`src/rtl/ps2_scan_decoder.sv`:
```
// PS/2 set-2 scan-code decoder: folds E0/F0/E1 prefixes into make/release
// events, tracks shift state, and queues events in a first-word-fall-through FIFO.
// Latency: event visible on EVT_VALID one cycle after its final byte is accepted.
// Backpressure: EVT_READY stalls the FIFO head; a push into a full FIFO without a
// simultaneous pop drops the event and sets the sticky OVERFLOW flag.
//
// Ports:
//   CLK, RST                 clock, asynchronous active-high reset
//   CODE_VALID/CODE/CODE_ERR byte strobe, scan-code byte, framing/parity error
//   EVT_READY                consumer accepts the head event
//   EVT_VALID/CODE/EXT/REL/SHIFT  head event (fields zero while FIFO empty)
//   OVERFLOW                 sticky: an event was dropped
module ps2_scan_decoder #(
   parameter int FIFO_DEPTH     = 4,
   parameter int PREFIX_TIMEOUT = 1000000
) (
   input  logic       CLK,
   input  logic       RST,
   input  logic       CODE_VALID,
   input  logic [7:0] CODE,
   input  logic       CODE_ERR,
   input  logic       EVT_READY,
   output logic       EVT_VALID,
   output logic [7:0] EVT_CODE,
   output logic       EVT_EXT,
   output logic       EVT_REL,
   output logic       EVT_SHIFT,
   output logic       OVERFLOW
);

   localparam int AW = (FIFO_DEPTH > 1) ? $clog2(FIFO_DEPTH) : 1;
   localparam int CW = $clog2(FIFO_DEPTH + 1);
   localparam int TW = (PREFIX_TIMEOUT > 1) ? $clog2(PREFIX_TIMEOUT) : 1;
   localparam logic [TW-1:0] TMO_LAST = TW'(PREFIX_TIMEOUT - 1);
   localparam logic [CW-1:0] CNT_FULL = CW'(FIFO_DEPTH);

   typedef enum logic [2:0] {
      IDLE,
      EXT,
      BRK,
      EXT_BRK,
      SKIP
   } state_t;

   typedef struct packed {
      logic [7:0] code;
      logic       ext;
      logic       rel;
      logic       shift;
   } evt_t;

   state_t          state;
   logic [2:0]      skip_cnt;
   logic [TW-1:0]   tmo_cnt;
   logic            shift_l;
   logic            shift_r;

   logic            byte_acc;
   logic            byte_err;
   logic            is_noise;
   logic            is_prefix;

   logic            gen;
   logic            gen_ext;
   logic            gen_rel;
   logic            shift_l_nxt;
   logic            shift_r_nxt;
   evt_t            new_evt;

   evt_t            mem [FIFO_DEPTH];
   logic [AW-1:0]   rd_ptr;
   logic [AW-1:0]   wr_ptr;
   logic [CW-1:0]   count;
   logic            full;
   logic            pop;
   logic            push_ok;
   evt_t            head;

   assign byte_acc  = CODE_VALID & ~CODE_ERR;
   assign byte_err  = CODE_VALID & CODE_ERR;
   assign is_prefix = (CODE == 8'hE0) || (CODE == 8'hF0);
   // Controller responses (ACK, BAT, echo, resend, errors) carry no key info
   assign is_noise  = (CODE == 8'h00) || (CODE == 8'hAA) || (CODE == 8'hEE) ||
                      (CODE == 8'hFA) || (CODE == 8'hFE) || (CODE == 8'hFF);

   // Event decode for the byte accepted this cycle
   always_comb begin
      gen     = 1'b0;
      gen_ext = 1'b0;
      gen_rel = 1'b0;
      if (byte_acc) begin
         case (state)
            IDLE: begin
               if (!is_prefix && CODE != 8'hE1 && !is_noise) gen = 1'b1;
            end
            EXT: begin
               if (!is_prefix) begin
                  gen     = 1'b1;
                  gen_ext = 1'b1;
               end
            end
            BRK: begin
               if (!is_prefix) begin
                  gen     = 1'b1;
                  gen_rel = 1'b1;
               end
            end
            EXT_BRK: begin
               if (!is_prefix) begin
                  gen     = 1'b1;
                  gen_ext = 1'b1;
                  gen_rel = 1'b1;
               end
            end
            default: ;
         endcase
      end
   end

   // Shift flags as updated by this event, so a shift make reports 1 itself
   always_comb begin
      shift_l_nxt = shift_l;
      shift_r_nxt = shift_r;
      if (gen && !gen_ext && CODE == 8'h12) shift_l_nxt = ~gen_rel;
      if (gen && !gen_ext && CODE == 8'h59) shift_r_nxt = ~gen_rel;
   end

   assign new_evt = '{code: CODE, ext: gen_ext, rel: gen_rel,
                      shift: shift_l_nxt | shift_r_nxt};

   // Prefix FSM with skip and timeout counters
   always_ff @(posedge CLK or posedge RST) begin
      if (RST) begin
         state    <= IDLE;
         skip_cnt <= '0;
         tmo_cnt  <= '0;
      end else if (byte_err) begin
         state    <= IDLE;
         skip_cnt <= '0;
         tmo_cnt  <= '0;
      end else if (byte_acc) begin
         tmo_cnt <= '0;
         case (state)
            IDLE: begin
               if (CODE == 8'hE0) begin
                  state <= EXT;
               end else if (CODE == 8'hF0) begin
                  state <= BRK;
               end else if (CODE == 8'hE1) begin
                  // Pause: E1 followed by seven more bytes, none reported
                  state    <= SKIP;
                  skip_cnt <= 3'd7;
               end
            end
            EXT: begin
               if (CODE == 8'hF0)      state <= EXT_BRK;
               else if (CODE != 8'hE0) state <= IDLE;
            end
            BRK, EXT_BRK: begin
               state <= IDLE;
            end
            SKIP: begin
               if (skip_cnt == 3'd1) begin
                  state    <= IDLE;
                  skip_cnt <= '0;
               end else begin
                  skip_cnt <= skip_cnt - 3'd1;
               end
            end
            default: state <= IDLE;
         endcase
      end else if (state != IDLE) begin
         if (tmo_cnt == TMO_LAST) begin
            state    <= IDLE;
            skip_cnt <= '0;
            tmo_cnt  <= '0;
         end else begin
            tmo_cnt <= tmo_cnt + 1'b1;
         end
      end else begin
         tmo_cnt <= '0;
      end
   end

   // Shift flags commit even if the event itself is dropped by a full FIFO
   always_ff @(posedge CLK or posedge RST) begin
      if (RST) begin
         shift_l <= 1'b0;
         shift_r <= 1'b0;
      end else begin
         shift_l <= shift_l_nxt;
         shift_r <= shift_r_nxt;
      end
   end

   // Event FIFO
   assign EVT_VALID = (count != '0);
   assign full      = (count == CNT_FULL);
   assign pop       = EVT_VALID & EVT_READY;
   // A pop in the same cycle frees the slot the push needs
   assign push_ok   = gen & (~full | pop);

   always_ff @(posedge CLK) begin
      if (push_ok) mem[wr_ptr] <= new_evt;
   end

   always_ff @(posedge CLK or posedge RST) begin
      if (RST) begin
         rd_ptr   <= '0;
         wr_ptr   <= '0;
         count    <= '0;
         OVERFLOW <= 1'b0;
      end else begin
         if (push_ok) wr_ptr <= wr_ptr + 1'b1;
         if (pop)     rd_ptr <= rd_ptr + 1'b1;
         if (push_ok && !pop)      count <= count + 1'b1;
         else if (!push_ok && pop) count <= count - 1'b1;
         if (gen && full && !pop) OVERFLOW <= 1'b1;
      end
   end

   // Memory is not reset, so the head is masked while the FIFO is empty
   assign head      = EVT_VALID ? mem[rd_ptr] : '0;
   assign EVT_CODE  = head.code;
   assign EVT_EXT   = head.ext;
   assign EVT_REL   = head.rel;
   assign EVT_SHIFT = head.shift;

endmodule

```
`config.mk`:
```
export PLATFORM = sky130hd
export DESIGN_NAME = ps2_scan_decoder
export DESIGN_NICKNAME = d
export VERILOG_FILES = /design/src/rtl/ps2_scan_decoder.sv
export SDC_FILE = /design/constraint.sdc
export NUM_CORES = 1
export LEC_CHECK = 0
export BUFFER_PORTS_ARGS = -buffer_cell sky130_fd_sc_hd__buf_2
export CAP_MARGIN = 15
export CELL_PAD_IN_SITES_DETAIL_PLACEMENT = 1
export CELL_PAD_IN_SITES_GLOBAL_PLACEMENT = 1
export CORE_ASPECT_RATIO = 1.25
export CORE_UTILIZATION = 40
export CTS_BUF_LIST = sky130_fd_sc_hd__clkbuf_4 sky130_fd_sc_hd__clkbuf_8
export CTS_CLUSTER_DIAMETER = 120
export DETAILED_ROUTE_END_ITERATION = 8
export GPL_ROUTABILITY_DRIVEN = 0
export PLACE_DENSITY = 0.76
export SLEW_MARGIN = 20
export SYNTH_ARGS = -nofsm -noshare
export SYNTH_HDL_FRONTEND = slang
export SYNTH_SLANG_ARGS = --single-unit
```
`constraint.sdc`:
```
create_clock -name CLK -period 2.4 [get_ports CLK]
set_clock_uncertainty 0.1 [all_clocks]
set_input_delay 0.12 -clock CLK [delete_from_list [all_inputs] [get_ports CLK]]
set_output_delay 0.12 -clock CLK [all_outputs]
set_load 0.02 [all_outputs]
```
==> Implementation_results.wiki <==
{| class="wikitable"
! Metric !! Value
|-
| Result of the run || complete, no violations
|-
| Setup repair after global routing missed its margin || yes
|-
| Max-slew violation count || 0
|-
| Clock tree from TritonCTS || done
|-
| Worst Path Required || roughly 2.6 ns
|-
| Path type of the worst setup path || flop to flop
|-
| Port bufs || 25
|-
| Max Root-Sink Buffers || 2
|-
| Clock-pin slew on the worst setup and hold paths || roughly 0.080 ns
|-
| Routed WL per cell || about 17 µm
|-
| Placeable core area || slightly above 9000 µm²
|-
| Number of detailed-routing iterations run before antenna repair || 4
|-
| Width of the die || around 89 µm
|-
| Top cell types by occurrence after synthesis || 44 x sky130_fd_sc_hd__edfxtp_1, 36 x sky130_fd_sc_hd__dfrtp_1, 27 x sky130_fd_sc_hd__nor2_1, 16 x sky130_fd_sc_hd__nand2_1, 15 x sky130_fd_sc_hd__and2_1
|-
| Placed wire-length estimate after detailed placement || between 5000 and 6000 µm
|-
| Final global-route overflow total || 0
|-
| Via density per instance || around 5.3
|-
| Count of distinct cell types in the synthesized netlist || 54
|-
| Part of the Yosys area used for sequential elements || 0.588
|-
| Wire length reported by the detailed router || slightly above 8000 µm
|-
| Crit path DAT || ~2.5 ns
|-
| Largest net degree at the start of global routing || 37
|-
| Worst min-delay path class || input pin to flop
|-
| Leakage power summed over all cells || 1.79 nW
|-
| Leading register cell type out of synthesis || sky130_fd_sc_hd__edfxtp_1
|-
| EDFF count, synth || 44
|-
| Hold Path Stages || 2
|-
| Cell Chain, Critical Path || or4_4 > nor4_4 > a21oi_2 > a211oi_2 > mux2_2
|-
| Initial standard-cell utilization of the core || 0.412
|-
| Fraction of layout cells with a size suffix above 1 || 0.272
|-
| Die Area || between 9000 and 10,000 µm²
|-
| Nets in the synthesized netlist || ~310
|-
| Insertion delay of the later-clocked pin in the worst-skew pair || between 0.3 and 0.4 ns
|-
| Setup WS post-layout || 0.0689 ns
|-
| Net count of the finished layout || around 370
|-
| H-tree depth || 3
|-
| Floorplan die height || about 110 µm
|-
| Placed Cells incl. Taps || ~460
|-
| Count of mapped cells out of synthesis || about 290
|-
| Levels on crit path || 5
|-
| Final Hold Fails || 0
|-
| Total power || around 4 mW
|-
| GRT Total Usage || 0.189
|-
| Cell Count, Final, Fillers Out || 480
|-
| Final critical delay including setup and external delays || about 2.3 ns
|-
| I/O pin count || 26
|-
| Crit-path max cell delay || ~0.56 ns
|-
| Synthesis-to-finish area growth || 20.1%
|-
| Antenna diode count || 0
|-
| Remaining antenna violation count || 0
|-
| Setup violations, final || 0
|-
| Count of buffering cells on the critical path with inverters included || 0
|-
| Final cycle utilization of the critical path || 0.971
|-
| Endpoint kind of the worst setup timing path || flop
|-
| Fin Hold WS || around 0.021 ns
|-
| Fillcell total || about 1.0k
|-
| Crit path max-delay family || simple AND/OR/NAND/NOR gates
|-
| CTS sink count || 80
|-
| Worst-Margin Slew || 0.627 ns
|-
| Total of warnings raised by yosys || 0
|-
| FF+latch count, synth || 80
|-
| Synth Area per Inst || between 10 and 15 µm²
|-
| CTS buffer count || 9
|-
| DRC violation count after routing || 0
|-
| Power density relative to cell area || between 800 and 900 nW/µm²
|-
| Wire length of the first global-routing pass || 13,800 µm
|-
| Row count || 39
|-
| Biggest area contributors in the synthesized netlist || sky130_fd_sc_hd__edfxtp_1 35%, sky130_fd_sc_hd__dfrtp_1 24%, sky130_fd_sc_hd__mux4_2 6.6%
|-
| Worst-case reg-to-reg path depth || 5
|-
| Total number of vias || between 2k and 3k
|-
| DRT iter0 DRCs || around 130
|-
| Vias in the first global route || between 2k and 3k
|-
| Slowest stage cell, crit path || sky130_fd_sc_hd__or4_4
|-
| Highest fanout seen on the critical path || 4
|-
| Most frequent cell after synthesis || sky130_fd_sc_hd__edfxtp_1
|-
| Post-synth top area share || 0.350
|-
| Share of async-settable or async-resettable flops after synthesis || 0.450
|-
| Placement-stage worst setup slack || -0.229 ns
|-
| Cell at the root of the clock tree || sky130_fd_sc_hd__clkbuf_8
|-
| Worst IR drop on VDD || roughly 0.30 mV
|-
| Fmax achieved || 429 MHz
|-
| Initial antenna violation count || 0
|-
| Synth area leader || sky130_fd_sc_hd__edfxtp_1
|-
| Relative max-transition margin || 0.582
|-
| Post-synthesis cell area || between 3000 and 4000 µm²
|-
| Reported max-cap violation count || 0
|-
| Kind of launch point of the worst setup path || flop
|}
==> cell usage in the layout (no fill, tap or decap), types with 3 or more instances in the layout <==
cell and count:
sky130_fd_sc_hd__edfxtp_1 44, sky130_fd_sc_hd__dfrtp_1 36, sky130_fd_sc_hd__buf_4 29, sky130_fd_sc_hd__nor2_1 26
sky130_fd_sc_hd__buf_2 25, sky130_fd_sc_hd__nand2_1 16, sky130_fd_sc_hd__and2_1 15, sky130_fd_sc_hd__xor2_1 13
sky130_fd_sc_hd__xnor2_1 12, sky130_fd_sc_hd__inv_1 11, sky130_fd_sc_hd__mux4_2 11, sky130_fd_sc_hd__nand3_1 10
sky130_fd_sc_hd__and3_1 9, sky130_fd_sc_hd__clkbuf_8 9, sky130_fd_sc_hd__ha_1 7, sky130_fd_sc_hd__nor3_1 6
sky130_fd_sc_hd__nand4_1 5, sky130_fd_sc_hd__nor4_1 4, sky130_fd_sc_hd__nand2b_1 4, sky130_fd_sc_hd__a31oi_1 4
sky130_fd_sc_hd__mux2_2 4, sky130_fd_sc_hd__o21ai_0 4, sky130_fd_sc_hd__dlygate4sd3_1 4, sky130_fd_sc_hd__or3_1 3
sky130_fd_sc_hd__clkinv_2 3
==> registers in the layout, indices dropped and copies added (netlist names) <==
signal / count
count: 3
wr_ptr: 2
rd_ptr: 2
state: 3
shift_l: 1
tmo_cnt: 20
OVERFLOW: 1
mem: 44
skip_cnt: 3
shift_r: 1
==> cells by family (layout without fill, tap and decap cells) <==
logic type               count (synthesis)  count (layout)  share of synthesized area
multiplexers                            16              16                     0.0805
flip-flops                              80              80                      0.588
AND/OR/NAND/NOR                        116             116                      0.172
buffers and inverters                   17              85                     0.0176
adder cells (fa/ha/maj)                  9               9                     0.0318
AO/OA/AOI/OAI                           26              26                     0.0520
XOR/XNOR                                25              25                     0.0580
==> where the power goes <==
| part | internal (mW) | switching (mW) | total [mW] |
|---|---|---|---|
| clock | 0.577 | 0.503 | 1.08 |
| sequential | 1.60 | 0.130 | 1.73 |
| combinational | 0.562 | 0.612 | 1.17 |
| total | 2.74 | 1.25 | 3.99 |
==> worst reg2reg max path, delay by kind of cell (launching register included) <==
family,cells,cell delay [ns]
flops,1,0.42
compound gates,2,0.40
simple gates,2,0.92
mux,1,0.38
==> area by class of cell <==
cell class                 instances  area [µm²]  area share
multi-input combinational        192        1520       0.336
clock buffer                       9         124      0.0273
sequential                        80        2220       0.490
inverter                          11        41.3     0.00911
clock inverter                     7        86.3      0.0190
timing repair buffer              58         383      0.0844
tap                              123         154      0.0339
==> final timing paths <==
kind                                            start                      end  slack [ns]
min in group asynchronous                         RST    tmo_cnt[18]$_DFF_PP0_        0.30
worst max register to register  tmo_cnt[13]$_DFF_PP0_  skip_cnt[1]$_DFFE_PP0P_        0.07
worst min-delay path                          CODE[4]      mem[2][7]$_DFFE_PP_        0.02
max in group asynchronous                         RST     tmo_cnt[1]$_DFF_PP0_        1.57
worst max-delay path            tmo_cnt[13]$_DFF_PP0_  skip_cnt[1]$_DFFE_PP0P_        0.07
worst min register to register   OVERFLOW$_DFFE_PP0P_     OVERFLOW$_DFFE_PP0P_        0.37
==> metal layers <==
layer  part of all wire  global-route usage
met1               0.42               0.210
met2               0.55               0.339
met3              0.023              0.0419
met4              0.013              0.0785
met5                  0                   0
==> through the flow <==
stage | cell area [µm²] | TNS (ns) | utilization
after CTS | 4490 | 0 | 0.490
after global routing | 4530 | -0.0600 | 0.494
final | 4530 | 0 | 0.494
after floorplan | 3780 | 0 | -
after detailed placement | 4220 | -0.331 | 0.460
after global placement | 4220 | -0.0925 | 0.460
==> what timing repair did <==
action | 4_1_cts | 5_1_grt
setup buffers | 1 | 3
gates cloned | 0 | 0
hold endpoints to repair | 46 | 0
pin swaps | 0 | 4
gates resized for setup | 2 | 7
setup endpoints to repair | 2 | 33
hold buffers | 4 | 0
Note: power is estimated with default switching activity, not from simulation.
